[config.mk]
export PLATFORM = sky130hd
export DESIGN_NAME = control_unit_flat
export DESIGN_NICKNAME = d
export VERILOG_FILES = /design/src/rtl/control_unit_if.sv /design/src/rtl/control_unit.sv /design/src/flat_wrapper.sv
export SDC_FILE = /design/constraint.sdc
export NUM_CORES = 1
export LEC_CHECK = 0
export ABC_AREA = 1
export BUFFER_PORTS_ARGS = -buffer_cell sky130_fd_sc_hd__buf_2
export CELL_PAD_IN_SITES_DETAIL_PLACEMENT = 0
export CELL_PAD_IN_SITES_GLOBAL_PLACEMENT = 1
export CORE_ASPECT_RATIO = 0.8
export CORE_MARGIN = 5
export CORE_UTILIZATION = 40
export CTS_BUF_LIST = sky130_fd_sc_hd__clkbuf_8 sky130_fd_sc_hd__clkbuf_16
export CTS_CLUSTER_DIAMETER = 150
export CTS_CLUSTER_SIZE = 12
export DETAILED_ROUTE_END_ITERATION = 7
export MAX_ROUTING_LAYER = met4
export PLACE_DENSITY = 0.84
export SLEW_MARGIN = 10
export SYNTH_ARGS = -nofsm -noshare
export SYNTH_HDL_FRONTEND = slang
export SYNTH_SLANG_ARGS = --single-unit
[constraint.sdc]
create_clock -name clk -period 2.4 [get_ports clk]
set_input_delay 0.36 -clock clk [delete_from_list [all_inputs] [get_ports clk]]
set_output_delay 0.36 -clock clk [all_outputs]
set_load 0.01 [all_outputs]
[src/rtl/control_unit_if.sv]
// Fetch handshake and ALU operand/result bundle between control_unit and its neighbours.
interface control_unit_if;
  logic        imem_req;
  logic [7:0]  imem_addr;
  logic        imem_ack;
  logic [15:0] imem_data;
  logic [3:0]  alu_sel;
  logic [7:0]  alu_a;
  logic [7:0]  alu_b;
  logic [7:0]  alu_c;
  logic        alu_cmp;

  modport master (
    output imem_req, imem_addr, alu_sel, alu_a, alu_b,
    input  imem_ack, imem_data, alu_c, alu_cmp
  );

  modport slave (
    input  imem_req, imem_addr, alu_sel, alu_a, alu_b,
    output imem_ack, imem_data, alu_c, alu_cmp
  );
endinterface

[src/rtl/control_unit.sv]
// Fetch/execute sequencer for the 8-bit CPU: owns PC, IR and a 4x8 register file,
// decodes IR straight onto the ALU and retires on the EXEC edge.
module control_unit (
  input  logic              clk,
  input  logic              rst,
  control_unit_if.master    bus,
  output logic              halted,
  input  logic [1:0]        dbg_addr,
  output logic [7:0]        dbg_data
);

  typedef enum logic [1:0] {S_IDLE, S_FETCH, S_EXEC, S_HALT} state_t;

  state_t          state, state_nxt;
  logic [7:0]      pc;
  logic [15:0]     ir;
  logic [3:0][7:0] regs;

  logic [3:0] op;
  logic [1:0] rd, rs;
  logic [7:0] imm;
  logic       is_branch;

  assign op  = ir[15:12];
  assign rd  = ir[11:10];
  assign rs  = ir[9:8];
  assign imm = ir[7:0];
  // JMP rides the branch path: the ALU reports cmp=1 for it
  assign is_branch = (op >= 4'd10) && (op <= 4'd14);

  assign bus.imem_addr = pc;
  assign bus.alu_sel   = op;
  assign bus.alu_a     = regs[rd];
  assign bus.alu_b     = (op == 4'd0) ? imm : regs[rs];
  assign dbg_data      = regs[dbg_addr];

  always_comb begin
    state_nxt    = state;
    bus.imem_req = 1'b0;
    halted       = 1'b0;
    case (state)
      S_IDLE:  state_nxt = S_FETCH;
      S_FETCH: begin
        bus.imem_req = 1'b1;
        if (bus.imem_ack) state_nxt = S_EXEC;
      end
      S_EXEC:  state_nxt = (op == 4'hF) ? S_HALT : S_FETCH;
      S_HALT:  halted = 1'b1;
      default: state_nxt = S_IDLE;
    endcase
  end

  always_ff @(posedge clk or posedge rst) begin
    if (rst) begin
      state <= S_IDLE;
      pc    <= 8'h00;
      ir    <= 16'h0000;
      regs  <= '0;
    end else begin
      state <= state_nxt;
      if (state == S_FETCH && bus.imem_ack) ir <= bus.imem_data;
      if (state == S_EXEC) begin
        if (op <= 4'd9) regs[rd] <= bus.alu_c;
        if (is_branch)        pc <= bus.alu_cmp ? imm : pc + 8'd1;
        else if (op != 4'hF)  pc <= pc + 8'd1;
      end
    end
  end

endmodule

[src/flat_wrapper.sv]
// flat-port wrapper written by rule: the top's interface ports become plain ports
module control_unit_flat 
  (clk, rst, halted, dbg_addr, dbg_data, bus_imem_req, bus_imem_addr, bus_alu_sel, bus_alu_a, bus_alu_b, bus_imem_ack, bus_imem_data, bus_alu_c, bus_alu_cmp);
  control_unit_if bus_i ();
  input  logic clk;
  input  logic rst;
  output logic halted;
  input  logic [1:0] dbg_addr;
  output logic [7:0] dbg_data;
  output wire logic [$bits(bus_i.imem_req)-1:0] bus_imem_req;
  output wire logic [$bits(bus_i.imem_addr)-1:0] bus_imem_addr;
  output wire logic [$bits(bus_i.alu_sel)-1:0] bus_alu_sel;
  output wire logic [$bits(bus_i.alu_a)-1:0] bus_alu_a;
  output wire logic [$bits(bus_i.alu_b)-1:0] bus_alu_b;
  input wire logic [$bits(bus_i.imem_ack)-1:0] bus_imem_ack;
  input wire logic [$bits(bus_i.imem_data)-1:0] bus_imem_data;
  input wire logic [$bits(bus_i.alu_c)-1:0] bus_alu_c;
  input wire logic [$bits(bus_i.alu_cmp)-1:0] bus_alu_cmp;
  assign bus_imem_req = bus_i.imem_req;
  assign bus_imem_addr = bus_i.imem_addr;
  assign bus_alu_sel = bus_i.alu_sel;
  assign bus_alu_a = bus_i.alu_a;
  assign bus_alu_b = bus_i.alu_b;
  assign bus_i.imem_ack = bus_imem_ack;
  assign bus_i.imem_data = bus_imem_data;
  assign bus_i.alu_c = bus_alu_c;
  assign bus_i.alu_cmp = bus_alu_cmp;
  control_unit u_core (.clk(clk), .rst(rst), .bus(bus_i), .halted(halted), .dbg_addr(dbg_addr), .dbg_data(dbg_data));
endmodule
==> Word level (Yosys, flattened, before mapping) <==
Index checks and enable logic that the tools add are counted.
{ "classes": {"magnitude_cmp": 7, "n_mux": 18, "n_eq_ne": 6, "n_reduce_logical": 10, "addsub": 1} }
{ "op_table": {"columns": ["operator", "count"], "rows": [
  ["8-bit two-way mux", 8],
  ["8-bit binary-select mux with 2-bit select", 3],
  ["32-bit bitwise mux", 1],
  ["8-bit demux with 2-bit select", 1],
  ["2-bit by 3-bit < comparator with 1-bit output (second input constant)", 3],
  ["8-bit by 1-bit adder with 8-bit output (second input constant)", 1],
  ["4-bit <= comparator (second input constant)", 2],
  ["2-bit one-hot mux with 3 select lines", 1],
  ["2-bit AND reduction", 3],
  ["2-bit == test (second input constant)", 2],
  ["4-bit == test (second input constant)", 1],
  ["4-bit greater-or-equal comparator (second input constant)", 1],
  ["4-bit zero test", 1],
  ["2-bit two-way mux", 2],
  ["4-bit inequality test (second input constant)", 1],
  ["1-bit logical AND", 3],
  ["3-bit nonzero test", 1],
  ["2-bit by 1-bit == test with 1-bit output (second input constant)", 1],
  ["2-bit by 1-bit greater-or-equal comparator with 1-bit output (second input constant)", 1],
  ["2-bit zero test", 1],
  ["1-bit two-way mux", 2],
  ["2-bit inequality test (second input constant)", 1],
  ["2-bit nonzero test", 1]
]} }
{ "word_totals": {"inputBits": 30, "reg_bits": 58, "wordCells": 49, "out_inout_bits": 38} }

==> Longest topological paths before layout <==
Gate-level depths: netlist (run 1).
{ "depth": {"word_depth": 5, "mapped_depth": 8, "depth_no_buf": 8} }

==> Least setup slack after synthesis (run 1) <==
No wires, ideal clock.
{ "synth_timing": {"kind": "reg-to-output", "start": "reg u_core.ir[13]", "end": "out bus_alu_b[0]", "path_slack_ns": 0.810, "n_path_buf": 1, "path_stages_with_launch": 5, "arrival_time_ns": 1.230, "required_ns": 2.040, "path_cell_list": "dfrtp_1 nor2_4 nand2_1 clkbuf_1 o21ai_0"} }
{ "synth_between": {"elab_chain_len": 2} }
{ "synth_rtl": {"columns": ["element", "line_no", "source"], "rows": [
  ["start: declaration", "control_unit.sv:16", "logic [15:0] ir;"],
  ["start signal: assignment", "control_unit.sv:61", "if (state == S_FETCH && bus.imem_ack) ir <= bus.imem_data;"],
  ["4-bit zero test", "control_unit.sv:34", "assign bus.alu_b = (op == 4'd0) ? imm : regs[rs];"],
  ["8-bit two-way mux", "control_unit.sv:34", null],
  ["end: declaration", "flat_wrapper.sv:14", "output wire logic [$bits(bus_i.alu_b)-1:0] bus_alu_b;"]
]} }
No other way between the ends.

==> Final worst setup path (run 1) <==
{ "layout_timing": {"start": "reg u_core.ir[13]", "end": "out bus_alu_b[3]"} }
Same word-level chain as after synthesis.

==> implementation parameters, run 1 <==
Parameter                              Value

Timing
  Slew Limit Fails    0
  Minimum clock period after layout    2.23 ns
  # setup viols final    0
  Setup repair after global routing missed its margin    false
  Final hold viol count    0
  Clock Skews    0.0109 ns
  Worst Slack Setup Final    0.174 ns
  FMAX    449 MHz
  Transition time at the pin with the least slew margin    0.672 ns
  Max-slew headroom    55.1%
  Setup total negative slack    0 ns
  Final worst hold slack    0.0999 ns
  Final worst-path cycle share    92.7%

Synthesis
  Area of the mapped netlist    3450 um2
  Number of storage elements in the synthesis netlist    58
  Most instantiated flip-flop cell in the synthesis netlist    sky130_fd_sc_hd__dfrtp_1
  Number of synthesized flops with an enable pin    0
  Net count of the mapped netlist    488
  Synthesized instance count    452
  Avg Cell Area, Syn    7.63 um2
  Total of warnings raised by yosys    0
  Post-synth cell types    28
  Sequential-to-total area share from yosys stat    42.1%
  Async set or reset register ratio after synthesis    100%

Detailed routing
  Detailed-route DRC error count    0
  Detail-routed via count per cell    5.15
  1st-pass router iterations    8
  DR WL/cell    15.2 um
  Routed wire length    9.65 mm
  Number of DRC markers in iteration 0    293
  DRT antenna net count    0
  Total via count after detailed routing    3262

Global routing
  Total global routing overflow    0
  Largest net degree at the start of global routing    31
  Number of antenna violations at the first check in global routing    0
  Overall track demand over capacity in global routing    19.6%
  Number of global-route vias before repair    3079
  Global-route wire length before repair    15.9 mm

Pwr
  Total power of the final layout    5.75 mW
  Leakage power total    2.14 nW
  Power per unit of standard cell area    1420 nW/um2
  VDD IR-drop max    0.564 mV

Floorplan
  Number of rows in the core area    30
  Starting density of the core    40.8%
  Core region area    8450 um2
  Chip Height    93.0 um
  Horiz. Die Dim    114 um
  IO Pins    68
  Total Die Area    10600 um2

Finish
  Most frequent cells in the layout    sky130_fd_sc_hd__nand2_1, sky130_fd_sc_hd__buf_2, sky130_fd_sc_hd__dfrtp_1
  Antenna cell count    0
  Share of final-layout standard cells stronger than drive strength 1    23.8%
  Synthesis-to-finish area growth    17.2%
  Final Non-Filler Cells    634
  Final net count    553
  Filler cell count in the final layout    868
  Most frequent standard cell in the layout excluding fill and tap cells    sky130_fd_sc_hd__nand2_1

Critical path
  Path type of the worst setup path    flip-flop to output pin
  CP endpoint kind    output pin
  Data arrival at the endpoint of the critical path    1.87 ns
  Maximum fanout along the worst path    15
  Worst path required time    2.04 ns
  Launching element type of the critical path    flip-flop

Job
  Max-cap check violation count    0

Clock tree
  Reg clk slew, reported paths    0.07 ns
  Number of H-tree branching levels    3
  Total clock sinks    58
  Number of clock buffers inserted by TritonCTS    9
  Clock insertion delay at the later pin of the skew report    0.35 ns
  Clock tree from TritonCTS    built
  Largest buffer count on any clock path    2
  Post CTS Setup Buffer Count    0
  CTS root buffer    sky130_fd_sc_hd__clkbuf_8

Placement
  Port Buffer Count    67
  Placer congestion estimate    0.836
  Final HPWL from detailed placement    6.84 mm
  Worst slack, placed    0.553 ns
  Dpl cells    618

Run status
  Outcome    finished clean

Hold path
  Class of the tightest hold or removal check    input port to asynchronous set/reset pin
synthesized netlist by cell type, types with 2 or more instances:
cell type / instances / area (um2)
sky130_fd_sc_hd__a21oi_1: 18 / 90.1
sky130_fd_sc_hd__a22oi_1: 5 / 37.5
sky130_fd_sc_hd__buf_2: 2 / 10.0
sky130_fd_sc_hd__buf_4: 4 / 30.0
sky130_fd_sc_hd__buf_6: 4 / 45.0
sky130_fd_sc_hd__clkbuf_1: 7 / 26.3
sky130_fd_sc_hd__dfrtp_1: 58 / 1450
sky130_fd_sc_hd__ha_1: 6 / 75.1
sky130_fd_sc_hd__inv_1: 46 / 173
sky130_fd_sc_hd__inv_2: 3 / 11.3
sky130_fd_sc_hd__mux2_2: 5 / 56.3
sky130_fd_sc_hd__nand2_1: 121 / 454
sky130_fd_sc_hd__nand2_4: 4 / 45.0
sky130_fd_sc_hd__nand3_1: 22 / 110
sky130_fd_sc_hd__nand4_1: 2 / 12.5
sky130_fd_sc_hd__nor2_1: 51 / 191
sky130_fd_sc_hd__nor2_2: 3 / 18.8
sky130_fd_sc_hd__nor2_8: 2 / 40.0
sky130_fd_sc_hd__o2111ai_1: 3 / 26.3
sky130_fd_sc_hd__o211ai_1: 7 / 52.6
sky130_fd_sc_hd__o21ai_0: 35 / 175
sky130_fd_sc_hd__o21ai_1: 14 / 70.1
sky130_fd_sc_hd__o21ai_2: 18 / 158
sky130_fd_sc_hd__o22ai_1: 8 / 50.1
metrics by stage:
step / util (%) / cell area (um2)
after floorplan: - / 3450
after global placement: 45.6 / 3850
after detailed placement: 45.6 / 3850
after CTS: 47.8 / 4040
after global routing: 47.8 / 4040
final: 47.8 / 4040
repair_timing:
item | in CTS | in global routing
hold buffers | 0 | 0
gates resized for setup | 0 | 1
setup endpoints to repair | 0 | 1
kinds of logic (layout without fill, tap and decap cells):
kind of cell    after synthesis  count (layout)  synth area share, %
compound gates              108             108                 19.1
fa+ha+maj                     6               6                 2.18
simple gates                208             208                 26.1
buf+inv                      66             136                 8.57
mux                           5               5                 1.63
xor+xnor                      1               1                0.254
flops                        58              58                 42.1
final cells by class:
cell class | count | area, um2 | area share, %
Multi-Input combinational cell | 328 | 1700 | 42.1
Sequential cell | 58 | 1450 | 35.9
Timing Repair Buffer | 71 | 378 | 9.36
Inverter | 49 | 184 | 4.55
Tap cell | 112 | 140 | 3.47
Clock buffer | 9 | 124 | 3.07
Clock inverter | 7 | 61.3 | 1.52
sequential cells by signal, summed over array words and instances (netlist names):
signal,cells
u_core.regs,32
u_core.ir,16
u_core.bus.imem_addr,8
u_core.state,2
critical path, cell delays in order (launching register included):
cell	delay [ns]
sky130_fd_sc_hd__dfrtp_1	0.44
sky130_fd_sc_hd__nor2_4	0.21
sky130_fd_sc_hd__nand2_1	0.32
sky130_fd_sc_hd__o21ai_0	0.35
sky130_fd_sc_hd__buf_2	0.19
power by group:
| group | total [mW] | switching, mW | internal, mW |
|---|---|---|---|
| Sequential | 2.00 | 0.542 | 1.45 |
| Clock | 0.879 | 0.412 | 0.468 |
| Combinational | 2.87 | 1.75 | 1.12 |
| Total | 5.75 | 2.71 | 3.04 |
metal layers:
layer / track usage [%] / wire (um) / up-vias
met5: - / 0 / -
met4: 5.44 / 100 / 0
met3: 4.72 / 677 / 11
met2: 28.4 / 4200 / 113
met1: 27.6 / 4680 / 1525
li1: - / - / 1613
worst paths after layout:
path | end | cells after the start | slack [ns] | start
setup / recovery | bus_alu_b[3] | 4 | 0.17 | u_core.ir[13]
hold / removal | u_core.ir[11] | 2 | 0.1 | rst
setup reg to reg | u_core.bus.imem_addr[6] | 7 | 0.73 | u_core.state[0]
hold reg to reg | u_core.regs[29] | 2 | 0.52 | u_core.regs[29]
max in group asynchronous | u_core.regs[13] | 3 | 1.69 | rst
min in group clk | u_core.ir[14] | 2 | 0.24 | bus_imem_data[14]
No activity file was read; power rests on OpenSTA's default activity.
==> run 2, diff against run 1 <==
--- a/config.mk
+++ b/config.mk
@@ -9,13 +9,14 @@
 export BUFFER_PORTS_ARGS = -buffer_cell sky130_fd_sc_hd__buf_2
 export CELL_PAD_IN_SITES_DETAIL_PLACEMENT = 0
 export CELL_PAD_IN_SITES_GLOBAL_PLACEMENT = 1
-export CORE_ASPECT_RATIO = 0.8
+export CORE_ASPECT_RATIO = 0.75
 export CORE_MARGIN = 5
 export CORE_UTILIZATION = 40
 export CTS_BUF_LIST = sky130_fd_sc_hd__clkbuf_8 sky130_fd_sc_hd__clkbuf_16
 export CTS_CLUSTER_DIAMETER = 150
 export CTS_CLUSTER_SIZE = 12
 export DETAILED_ROUTE_END_ITERATION = 7
+export GPL_ROUTABILITY_DRIVEN = 1
 export MAX_ROUTING_LAYER = met4
 export PLACE_DENSITY = 0.84
 export SLEW_MARGIN = 10
==> run 2 against run 1 <==
  * Count of clock-buffer cells in the layout unchanged
  * Global-route usage up 0.077 points
  * Final cell count down 0.63%
  * Via count down 2.0%
  * Die area about the same
  * Clock power up 44%
  * Sequential power about the same
  * Flip-flop and latch count unchanged
  * Non-clock buffer count unchanged
  * Critical endpoint is now bus_alu_b[2]
  * Register-to-register slack about the same
==> implementation parameters, run 2 (synthesis results as in run 1) <==
Parameter                              Value

Floorplan
  Starting density of the core    40.9% (+0.13 points)
  IO Pins    68 (unchanged)
  Total Die Area    10600 um2 (about the same)
  Chip Height    90.4 um (-2.8%)
  Number of rows in the core area    29 (-3.3%)
  Core region area    8420 um2 (-0.33%)
  Horiz. Die Dim    117 um (+3.0%)

Placement
  Post-placement cell area    3850 um2 (-0.13%)
  Dpl cells    614 (-0.65%)
  Port Buffer Count    67 (unchanged)
  Placer congestion estimate    0.826 (-1.1%)
  Worst slack, placed    0.587 ns (+0.0337 ns)
  Final HPWL from detailed placement    7.00 mm (+2.4%)

Clock tree
  Reg clk slew, reported paths    0.06 ns (about the same)
  Largest buffer count on any clock path    2 (unchanged)
  Clock insertion delay at the later pin of the skew report    0.33 ns (-0.02 ns)
  Number of H-tree branching levels    3 (unchanged)
  Total clock sinks    58 (unchanged)
  Clock tree from TritonCTS    built
  CTS root buffer    sky130_fd_sc_hd__clkbuf_16
  Post-CTS Hold Buffers    0 (unchanged)
  Post CTS Setup Buffer Count    0 (unchanged)
  Number of clock buffers inserted by TritonCTS    9 (unchanged)
  # resized after CTS    0 (unchanged)

Timing
  Max-slew headroom    56.4% (+1.3 points)
  Minimum clock period after layout    2.18 ns (-0.0500 ns)
  Setup repair after global routing missed its margin    false
  Final worst-path cycle share    90.7% (-2.1 points)
  # setup viols final    0 (unchanged)
  Setup total negative slack    0 ns (unchanged)
  Final worst hold slack    0.118 ns (+0.0185 ns)
  Slew Limit Fails    0 (unchanged)
  Worst Slack Setup Final    0.224 ns (+0.0500 ns)
  Clock Skews    0.00966 ns (-0.00120 ns)
  Transition time at the pin with the least slew margin    0.653 ns (-0.0191 ns)
  Final hold viol count    0 (unchanged)
  FMAX    460 MHz (+2.3%)

Detailed routing
  Wire length on met2    4.28 mm (+2.0%)
  Metal3 WL    669 um (-1.2%)
  Total via count after detailed routing    3196 (-2.0%)
  Met1 Wirelength    4.67 mm (about the same)
  Routed wire length    9.67 mm (+0.13%)
  Detailed-route DRC error count    0 (unchanged)
  Top layer used by detailed routing    met4
  DR WL/cell    15.3 um (+0.77%)
  Detail-routed via count per cell    5.07 (-1.4%)
  DRT antenna net count    0 (unchanged)
  Number of DRC markers in iteration 0    201 (-31%)
  1st-pass router iterations    4 (-4)

Run status
  Outcome    finished clean

Pwr
  Total power of the final layout    6.14 mW (+6.9%)
  VDD IR-drop max    0.674 mV (+20%)
  Leakage power total    2.18 nW (+2.0%)
  Power per unit of standard cell area    1480 nW/um2 (+4.1%)

Finish
  Filler cell count in the final layout    878 (+1.2%)
  Antenna cell count    0 (unchanged)
  Largest reg by FF count    u_core.regs
  Share of final-layout standard cells stronger than drive strength 1    23.8% (unchanged)
  Storage element area    1450 um2 (unchanged)
  Final net count    553 (unchanged)
  Share of the core filled with cells    49.2% (+1.4 points)
  Design area    4150 um2 (+2.6%)
  Number of flip-flops under the largest register name    32 (unchanged)
  Most frequent standard cell in the layout excluding fill and tap cells    sky130_fd_sc_hd__nand2_1
  Final Non-Filler Cells    630 (-0.63%)
  Most frequent cells in the layout    sky130_fd_sc_hd__nand2_1, sky130_fd_sc_hd__buf_2, sky130_fd_sc_hd__dfrtp_1
  Synthesis-to-finish area growth    20.3%
  Multi-input gate area    1700 um2 (unchanged)

Global routing
  Global-route wire length before repair    15.9 mm (+0.22%)
  Total global routing overflow    0 (unchanged)
  Number of antenna violations at the first check in global routing    0 (unchanged)
  Overall track demand over capacity in global routing    19.7% (+0.077 points)
  Largest net degree at the start of global routing    31 (unchanged)
  Number of global-route vias before repair    3130 (+1.7%)

Critical path
  Launching element type of the critical path    flip-flop
  Path type of the worst setup path    flip-flop to output pin
  Worst path required time    2.04 ns (about the same)
  Reg2reg path depth    6 (-1)
  R2r setup slk    0.72 ns (about the same)
  Maximum fanout along the worst path    15 (unchanged)
  CP endpoint kind    output pin
  Capturing element of the worst setup path    bus_alu_b[2]
  Worst setup path startpoint    u_core.ir[13]
  Data arrival at the endpoint of the critical path    1.82 ns (-0.05 ns)
  Capturing point of the worst reg2reg path    u_core.ir[2]
  Reg-to-Reg Start    u_core.state[1]

Job
  Max-cap check violation count    0 (unchanged)

Hold path
  Class of the tightest hold or removal check    input port to asynchronous set/reset pin
==> run 2: cell count changes in the layout (fill, tap and decap cells not counted), sizes merged <==
cell,before,now
clkinv,4,3
clkinvlp,1,2
==> run 2: final cells by class <==
cell class,instances,area share (%)
tap,108,3.26
clock buffer,9,5.43
sequential,58,35.0
multi-input combinational,328,41.0
inverter,49,4.44
timing repair buffer,71,9.12
clock inverter,7,1.72
==> run 2: metal layers <==
metal  vias to the layer above  GRT usage [%]
met5                         -              -
met4                         0           2.01
met3                         5           5.96
met2                        92           28.2
met1                      1489           28.5
li1                       1610              -
==> run 2: how the worst min path moves through the flow <==
stage	endpoint	start	slack (ns)	depth (start not counted)
finish	u_core.state[0]	rst	0.12	2
detailed placement	u_core.ir[12]	rst	0.49	2
global placement	u_core.state[0]	rst	0.48	2
CTS	u_core.ir[12]	rst	0.14	2
global route	u_core.state[0]	rst	0.17	2
floorplan	u_core.regs[29]	u_core.regs[29]	0.48	2
==> run 2: worst max-delay path, cell delays in order (launching register included) <==
cell                      delay, ns
sky130_fd_sc_hd__dfrtp_1       0.44
sky130_fd_sc_hd__nor2_4        0.21
sky130_fd_sc_hd__nand2_1       0.32
sky130_fd_sc_hd__o21ai_0       0.33
sky130_fd_sc_hd__buf_2         0.18
==> run 2: report_power, final <==
part / internal, mW / switching (mW)
sequential: 1.46 / 0.541
clock: 0.800 / 0.467
combinational: 1.12 / 1.76
total: 3.38 / 2.77
